==> src/rtl/div256_if.sv <==
// -----------------------------------------------------------------------------
// div256_if
// Purpose : Groups the request/result signals of the div256 sequential divider
//           so that a controller (master) and the divider (slave) can be
//           connected with one port. Uses the same start/done handshake as the
//           mux128 multiplier, so one controller can drive both blocks.
// Parameters:
//   DW    dividend / quotient width
//   VW    divisor / remainder width (VW < DW)
// Signals:
//   start  master->slave  level request, sampled only while the divider is idle
//   ain    master->slave  dividend, sampled on the accepting edge
//   bin    master->slave  divisor, sampled on the accepting edge
//   quo    slave->master  registered quotient
//   rem    slave->master  registered remainder
//   busy   slave->master  high while iterating
//   done   slave->master  one-cycle pulse, quo/rem/err valid from this cycle
//   err    slave->master  divide-by-zero flag (only with DIV256_DBZ_EN)
// -----------------------------------------------------------------------------
interface div256_if #(
   parameter int DW = 256,
   parameter int VW = 128
);
   logic          start;
   logic [DW-1:0] ain;
   logic [VW-1:0] bin;
   logic [DW-1:0] quo;
   logic [VW-1:0] rem;
   logic          busy;
   logic          done;
   logic          err;

   // Controller side: issues requests, observes results
   modport master (
      output start, ain, bin,
      input  quo, rem, busy, done, err
   );

   // Divider side: accepts requests, produces results
   modport slave (
      input  start, ain, bin,
      output quo, rem, busy, done, err
   );
endinterface

==> src/rtl/div256.sv <==
// -----------------------------------------------------------------------------
// div256
// Purpose : Sequential restoring divider. A DW-bit dividend is divided by a
//           VW-bit divisor, one quotient bit per clock, MSB first, giving a
//           DW-bit quotient and a VW-bit remainder (unsigned, exact).
//           Companion of the mux128 multiplier: its product can be fed back as
//           the dividend to recover an operand.
// Ports:
//   clk   in   system clock, all state updates on the rising edge
//   rst   in   asynchronous active-high reset
//   bus   slave modport of div256_if (start/ain/bin in, quo/rem/busy/done/err out)
// Configuration macro:
//   DIV256_DBZ_EN  when defined, a zero divisor skips the iterations: done
//                  rises one edge after acceptance with err=1. When undefined,
//                  err is always 0 and a zero divisor runs the full DW
//                  iterations. Both builds give quo=all ones, rem=ain[VW-1:0]
//                  for a zero divisor.
// Timing:
//   accept at E0, iterations at E1..E(DW), done high for the cycle after E(DW).
//   The ARM state waits for start to drop so a held start yields one result.
// -----------------------------------------------------------------------------
module div256 #(
   parameter int DW = 256,
   parameter int VW = 128
) (
   input  logic    clk,
   input  logic    rst,
   div256_if.slave bus
);

   localparam int CW = $clog2(DW);

   typedef enum logic [1:0] {
      S_IDLE,
      S_RUN,
      S_DONE,
      S_ARM
   } state_t;

   state_t r_state;
   state_t w_nextState;

   // The dividend register doubles as the quotient accumulator: each
   // iteration shifts out one dividend bit at the top and shifts the new
   // quotient bit in at the bottom, so after DW steps it holds the quotient.
   logic [DW-1:0] r_dvd;
   logic [VW-1:0] r_dvs;
   logic [VW:0]   r_part;
   logic [CW-1:0] r_cnt;
   logic [DW-1:0] r_quo;
   logic [VW-1:0] r_rem;
   logic          r_err;

   logic [VW:0]   w_shift;
   logic          w_ge;
   logic [VW:0]   w_nextPart;
   logic [DW-1:0] w_nextDvd;
   logic          w_lastIter;
   logic          w_dbzHit;

`ifdef DIV256_DBZ_EN
   logic          r_dbz;

   // Remember at acceptance whether the divisor was zero, so the single
   // RUN cycle that follows can publish the fast-path result.
   always_ff @(posedge clk or posedge rst) begin
      if (rst) begin
         r_dbz <= 1'b0;
      end else if (r_state == S_IDLE && bus.start) begin
         r_dbz <= (bus.bin == '0);
      end
   end

   assign w_dbzHit = r_dbz;
`else
   assign w_dbzHit = 1'b0;
`endif

   // One restoring step: bring in the next dividend MSB, then subtract the
   // divisor if it fits. With a zero divisor the compare always succeeds,
   // which naturally yields an all-ones quotient and rem = ain[VW-1:0].
   always_comb begin
      w_shift    = {r_part[VW-1:0], r_dvd[DW-1]};
      w_ge       = (w_shift >= {1'b0, r_dvs});
      w_nextPart = w_ge ? (w_shift - {1'b0, r_dvs}) : w_shift;
      w_nextDvd  = {r_dvd[DW-2:0], w_ge};
      w_lastIter = (r_cnt == CW'(DW-1));
   end

   // State register
   always_ff @(posedge clk or posedge rst) begin
      if (rst) begin
         r_state <= S_IDLE;
      end else begin
         r_state <= w_nextState;
      end
   end

   // Next-state logic. ARM blocks re-acceptance until start has been seen low.
   always_comb begin
      w_nextState = r_state;
      case (r_state)
         S_IDLE: begin
            if (bus.start) begin
               w_nextState = S_RUN;
            end
         end
         S_RUN: begin
            if (w_dbzHit || w_lastIter) begin
               w_nextState = S_DONE;
            end
         end
         S_DONE: begin
            w_nextState = S_ARM;
         end
         S_ARM: begin
            if (!bus.start) begin
               w_nextState = S_IDLE;
            end
         end
         default: begin
            w_nextState = S_IDLE;
         end
      endcase
   end

   // Datapath: latch operands on acceptance, iterate in RUN, and publish the
   // result registers only on the final edge so they hold steady until the
   // next result.
   always_ff @(posedge clk or posedge rst) begin
      if (rst) begin
         r_dvd  <= '0;
         r_dvs  <= '0;
         r_part <= '0;
         r_cnt  <= '0;
         r_quo  <= '0;
         r_rem  <= '0;
         r_err  <= 1'b0;
      end else begin
         case (r_state)
            S_IDLE: begin
               if (bus.start) begin
                  r_dvd  <= bus.ain;
                  r_dvs  <= bus.bin;
                  r_part <= '0;
                  r_cnt  <= '0;
               end
            end
            S_RUN: begin
               if (w_dbzHit) begin
                  r_quo <= '1;
                  r_rem <= r_dvd[VW-1:0];
                  r_err <= 1'b1;
               end else begin
                  r_dvd  <= w_nextDvd;
                  r_part <= w_nextPart;
                  r_cnt  <= r_cnt + 1'b1;
                  if (w_lastIter) begin
                     r_quo <= w_nextDvd;
                     r_rem <= w_nextPart[VW-1:0];
                     r_err <= 1'b0;
                  end
               end
            end
            default: begin
            end
         endcase
      end
   end

   assign bus.quo  = r_quo;
   assign bus.rem  = r_rem;
   assign bus.err  = r_err;
   assign bus.busy = (r_state == S_RUN);
   assign bus.done = (r_state == S_DONE);

endmodule

==> src/flat_wrapper.sv <==
// flat-port wrapper written by rule: the top's interface ports become plain ports
module div256_flat 
#(
   parameter int DW = 256,
   parameter int VW = 128
)
  (clk, rst, bus_start, bus_ain, bus_bin, bus_quo, bus_rem, bus_busy, bus_done, bus_err);
  div256_if #(.DW(DW), .VW(VW)) bus_i ();
  input  logic clk;
  input  logic rst;
  input wire logic [$bits(bus_i.start)-1:0] bus_start;
  input wire logic [$bits(bus_i.ain)-1:0] bus_ain;
  input wire logic [$bits(bus_i.bin)-1:0] bus_bin;
  output wire logic [$bits(bus_i.quo)-1:0] bus_quo;
  output wire logic [$bits(bus_i.rem)-1:0] bus_rem;
  output wire logic [$bits(bus_i.busy)-1:0] bus_busy;
  output wire logic [$bits(bus_i.done)-1:0] bus_done;
  output wire logic [$bits(bus_i.err)-1:0] bus_err;
  assign bus_i.start = bus_start;
  assign bus_i.ain = bus_ain;
  assign bus_i.bin = bus_bin;
  assign bus_quo = bus_i.quo;
  assign bus_rem = bus_i.rem;
  assign bus_busy = bus_i.busy;
  assign bus_done = bus_i.done;
  assign bus_err = bus_i.err;
  div256 #(.DW(DW), .VW(VW)) u_core (.clk(clk), .rst(rst), .bus(bus_i));
endmodule
==> config.mk <==
export PLATFORM = sky130hd
export DESIGN_NAME = div256_flat
export DESIGN_NICKNAME = d
export VERILOG_FILES = /design/src/rtl/div256_if.sv /design/src/rtl/div256.sv /design/src/flat_wrapper.sv
export SDC_FILE = /design/constraint.sdc
export NUM_CORES = 2
export LEC_CHECK = 0
export CAP_MARGIN = 0
export CORE_MARGIN = 1.5
export CORE_UTILIZATION = 30
export CTS_CLUSTER_SIZE = 24
export DETAILED_ROUTE_END_ITERATION = 8
export DONT_BUFFER_PORTS = 1
export PLACE_DENSITY = 0.51
export SLEW_MARGIN = 20
export SYNTH_ARGS = -nofsm -noshare
export SYNTH_HDL_FRONTEND = slang
export SYNTH_SLANG_ARGS = --single-unit
==> constraint.sdc <==
create_clock -name clk -period 36.1 [get_ports clk]
set_input_delay 9.025 -clock clk [delete_from_list [all_inputs] [get_ports clk]]
set_output_delay 9.025 -clock clk [all_outputs]
set_load 0.01 [all_outputs]
Yosys cells after proc, flatten, opt, wreduce, memory -nomap -nowiden
Cells that the tools add are included.
{"block": "totals", "out_inout_bits": 387, "reg_bits": 906, "elab_cells": 34, "inputBits": 387}
{"block": "op_classes", "mux": 11, "n_addsub": 2, "n_reduce_logical": 6, "eq_ne": 7, "magnitude_cmp": 1}
{"cell": "256-bit one-hot mux with 2 select lines", "n": 1}
{"cell": "128-bit 2-to-1 mux", "n": 2}
{"cell": "256-bit 2-to-1 mux", "n": 1}
{"cell": "128-bit one-hot mux with 2 select lines", "n": 1}
{"cell": "129-bit by 128-bit >= comparator with 1-bit output", "n": 1}
{"cell": "128-bit subtractor", "n": 1}
{"cell": "8-bit one-hot mux with 2 select lines", "n": 1}
{"cell": "8-bit by 1-bit adder with 8-bit output, second input constant", "n": 1}
{"cell": "8-bit == test, second input constant", "n": 1}
{"cell": "8-bit 2-to-1 mux", "n": 1}
{"cell": "2-bit one-hot mux with 4 select lines", "n": 1}
{"cell": "2-bit 2-to-1 mux", "n": 3}
{"cell": "2-bit AND reduction", "n": 3}
{"cell": "2-bit == test, second input constant", "n": 2}
{"cell": "2-bit inequality test, second input constant", "n": 2}
{"cell": "3-bit AND reduction", "n": 1}
{"cell": "2-bit by 1-bit == test with 1-bit output, second input constant", "n": 1}
{"cell": "2-bit zero test", "n": 1}
{"cell": "2-bit by 1-bit inequality test with 1-bit output, second input constant", "n": 1}
{"cell": "2-bit nonzero test", "n": 1}

Logic depth before layout (Yosys ltp)
{"block": "logic_depth", "depth_word": 3, "mapped_depth": 17, "mapped_depth_nobuf": 14}

Worst setup path after synthesis
Ideal clock, no wire load.
{"block": "synth_timing", "path_kind": "input to register", "from": "in bus_start", "to": "reg u_core.r_part[127]", "t_required_ns": 36.017, "slack_ns": 25.704, "path_stages": 7, "t_arrival_ns": 10.313, "n_path_buf": 3, "setup_ns": 0.083, "cell_sequence": "nand2b_1 -> o21ai_0 -> clkbuf_1 -> clkbuf_1 -> buf_1 -> nand2_1 -> o21ai_0"}
{"block": "synth_via", "elab_chain_cells": 2}
{"element": "start: declaration", "line": "flat_wrapper.sv:11", "source": "input wire logic [$bits(bus_i.start)-1:0] bus_start;"}
{"element": "2-bit inequality test (no source line)"}
{"element": "2-bit AND reduction (no source line)"}
{"element": "end signal: assignment", "line": "div256.sv:156", "source": "r_part <= w_nextPart;"}
{"element": "end: declaration", "line": "div256.sv:48", "source": "logic [VW:0] r_part;"}
Every way passes these cells.
A chain may end at the register's enable or synchronous reset.

Final worst setup path
{"block": "layout_timing", "from": "in bus_start", "to": "reg u_core.r_dvd[195]"}
{"block": "layout_via", "elab_chain_cells": 2}
{"element": "2-bit inequality test (no source line)"}
{"element": "2-bit AND reduction (no source line)"}
{"element": "end signal: assignment", "line": "div256.sv:143", "source": "r_dvd <= bus.ain;"}
{"element": "end signal: assignment", "line": "div256.sv:155", "source": "r_dvd <= w_nextDvd;"}
{"element": "end: declaration", "line": "div256.sv:46", "source": "logic [DW-1:0] r_dvd;"}
Every way passes these cells.

==> flow_metrics.tcl <==
set metrics [dict create \
    timing.reg2reg.worst_path_depth 12 \
    critical-path-max-stage-delay_ns 0.75 \
    gp_congestion 0.9168 \
    gr-total-overflow 0 \
    cts_htree_levels 3 \
    r2r_end "u_core.r_part[117]" \
    synth.net_count 5566 \
    critical_path_class "in2reg" \
    cts_made_buffers 102 \
    synth_sequential_area_ratio_pct 49.77 \
    top_level_ports 774 \
    hold_viol 0 \
    antenna_found_initial 39 \
    design.die.area_um2 154200 \
    power.total_w 0.002129 \
    multi_input_area_um2 21010 \
    avgSynthCellArea_um2 9.029 \
    setup.worst_path.start "bus_start" \
    timing.critical_path.cells "nand2b_1 > o21ai_4 > buf_4 > buf_4 > buf_4 > buf_12 > o21ai_0" \
    critical_path_arrival_ns 12.54 \
    start_kind "primary input" \
    cp_common_cell "buf_4" \
    via_count 35684 \
    global_route.usage.total_pct 19.95 \
    place.detailed.hpwl_um 117800 \
    grt_max_degree 214 \
    die_width_um 392.7 \
    hold_path_depth 2 \
    cts_tree "yes" \
    timing.final.crit_period_ns 11.97 \
    irDropWorstVdd_uv 45.18 \
    yosysUniqueCellTypes 80 \
    reg2reg_from "u_core.r_part[38]" \
    powerDensity_nw_per_um2 41.88 \
    first_global_vias 34758 \
    max_freq_mhz 83.58 \
    maxSlewViolCount 0 \
    type_of_the_most_critical_hold_path "reg2reg" \
    final_nets 5404 \
    terminating_pin_of_the_worst_hold_path "u_core.bus.quo[77]" \
    clock_insertion_delay_at_the_later_pin_of_the_skew_report_ns 0.76 \
    initial_utilization_pct 30.31 \
    floorplan.rows 142 \
    critical-path-slowest-cell "buf_4" \
    drive_gt1_share_pct 7.375 \
    routedWlPerCell_um 22.78 \
    outcome "finished clean" \
    power_leakage_nw 25.51 \
    regToRegSetupSlack_ns 30.36 \
    post-route-period-util_pct 33.14 \
    setup_total_negative_slack_ns 0 \
    global_route_wire_length_before_repair_um 232600 \
    final.setup_skew_ns 0.06759 \
    layout.area.seq_um2 22670 \
    netlist_area_um2 45550 \
    postSynthRegisterBits 906 \
    cts.root.buffer_cell "clkbuf_16" \
    postSynthCellCount 5045 \
    rsz0062_at_grt "no" \
    final_antenna_net_count 0 \
    detail_route.wirelength_um 159300 \
    cts-root-to-sink-buffers 3 \
    num-fill-cells 15682 \
    synth-main-ff-cell "dfrtp_1" \
    firstDrtPassIters 5 \
    clock_sinks 906 \
    maxCapViolations 0 \
    die_h_um 392.7 \
    asyncSetResetFlopFracSynth_pct 100.0 \
    drc 0 \
    maximum_fanout_along_the_worst_path 205 \
    design.core.area_um2 150300 \
    synth_edf_count 0 \
    dr_iter_0_viols 2566 \
    placement.io_buffers 0 \
    worstHoldStart "u_core.r_dvd[76]" \
    clk_pin_slew_worst_paths_ns 0.06 \
    cts.repair.resized 0 \
    tightestPinTransition_ns 1.086 \
    yosysWarningCount 0 \
    number_of_hold_repair_buffers_added_at_the_cts_stage 0 \
    critical_path_required_ns 36.67 \
    area_growth_syn_to_layout_pct 11.59 \
    max-slew-margin-rel_pct 26.66 \
    post_drt_via_cell_ratio 5.103 \
    endpoint_kind "register" \
    report.final.setup_viol 0 \
    postCtsSetupRepairBufs 0 \
]
-- worst max-delay path by stage --
stage	to	slack (ns)	cells after the start
after global routing	u_core.r_dvd[194]	23.86	7
after floorplan	u_core.bus.quo[0]	1.60	1
after detailed placement	u_core.r_dvd[171]	23.35	7
after CTS	u_core.r_dvd[121]	24.16	7
after global placement	u_core.r_dvd[111]	23.39	7
final	u_core.r_dvd[195]	24.13	7
-- metrics by stage --
step           instance area, um^2  utilization [%]  instances  hold WS, ns  setup slack (ns)
4_1_cts                      50800            33.80       6979       0.4531             24.16
6_report                     50830            33.82       6993       0.4540             24.13
3_5_place_dp                 47260            31.44       6795       0.4759             23.35
2_1_floorplan                45550                -       5045       0.4498             1.604
5_1_grt                      50820            33.81       6987       0.4922             23.86
3_3_place_gp                 47260            31.44       6795       0.4701             23.39
-- sequential cells by signal, indices dropped and copies added (netlist names) --
| register | count |
|---|---|
| u_core.bus.quo | 256 |
| u_core.r_dvs | 128 |
| u_core.bus.rem | 128 |
| u_core.r_state | 2 |
| u_core.r_part | 128 |
| u_core.r_cnt | 8 |
| u_core.r_dvd | 256 |
-- per-layer routing --
| metal | vias up | GRT usage, % | wire (um) |
|---|---|---|---|
| li1 | 16885 | - | - |
| met1 | 17425 | 27.17 | 70500 |
| met2 | 1121 | 29.67 | 69270 |
| met3 | 215 | 6.907 | 15740 |
| met4 | 38 | 5.820 | 3577 |
| met5 | - | 0 | 248 |
-- layout make-up --
type	instances	share of cell area [%]
Inverter	179	1.337
Clock inverter	35	1.115
Antenna cell	14	0.06892
Multi-Input combinational cell	3654	41.34
Tap cell	2016	4.962
Clock buffer	149	5.841
Timing Repair Buffer	40	0.7384
Sequential cell	906	44.60
-- power by group --
group	switching, W	internal, W
clock network	0.000464	0.000627
registers	0	0.00102
logic	0.0000201	0.00000216
-- critical path, delay by kind of cell --
kind / cells / cell delay [ns]
buf+inv: 4 / 2.68
compound gates: 2 / 0.31
simple gates: 1 / 0.23
-- cells in the mapped netlist, drive strengths merged, types with 16 or more instances --
| cell type | instances | area share [%] |
|---|---|---|
| o211ai | 18 | 0.30 |
| nor2 | 350 | 2.9 |
| nand2 | 1342 | 11 |
| nand3 | 31 | 0.34 |
| o21bai | 30 | 0.49 |
| a31oi | 35 | 0.48 |
| a21o | 46 | 0.76 |
| a21oi | 192 | 2.1 |
| o22ai | 122 | 1.7 |
| o21ai | 515 | 5.7 |
| xnor2 | 61 | 1.2 |
| buf | 44 | 0.68 |
| ha | 133 | 3.7 |
| clkbuf | 262 | 2.2 |
| dfrtp | 906 | 50 |
| nor3 | 41 | 0.45 |
| nand4 | 74 | 1.0 |
| a211oi | 17 | 0.28 |
| mux2 | 132 | 3.3 |
| inv | 179 | 1.5 |
| and3 | 16 | 0.22 |
| xor2 | 50 | 0.96 |
| o21a | 22 | 0.36 |
| mux2i | 264 | 5.8 |
-- cells by family after synthesis --
family | Yosys count | synth area share [%]
xor gates and xnor gates | 111 | 2.134
adders and majority gates | 134 | 3.697
and+or+nand+nor | 1924 | 17.08
buffers and inverters | 485 | 4.318
AOI/OAI and AO/OA | 1088 | 13.93
other | 1 | 0.008232
muxes | 396 | 9.064
DFF | 906 | 49.77
-- cell usage in the layout, fill, tap and decap left out, types with 34 or more instances in the layout --
cell and instances:
nand2_1 1337, dfrtp_1 906, o21ai_0 461, nor2_1 350, mux2i_1 264, a21oi_1 192, inv_1 178, mux2_2 132
ha_1 132, o22ai_1 122, clkbuf_16 102, nand4_1 73, xnor2_1 61, o21ai_1 51, xor2_1 50, a21o_1 46
nor3_1 41, a31oi_1 35, buf_4 34
(Power assumes the default switching activity.)
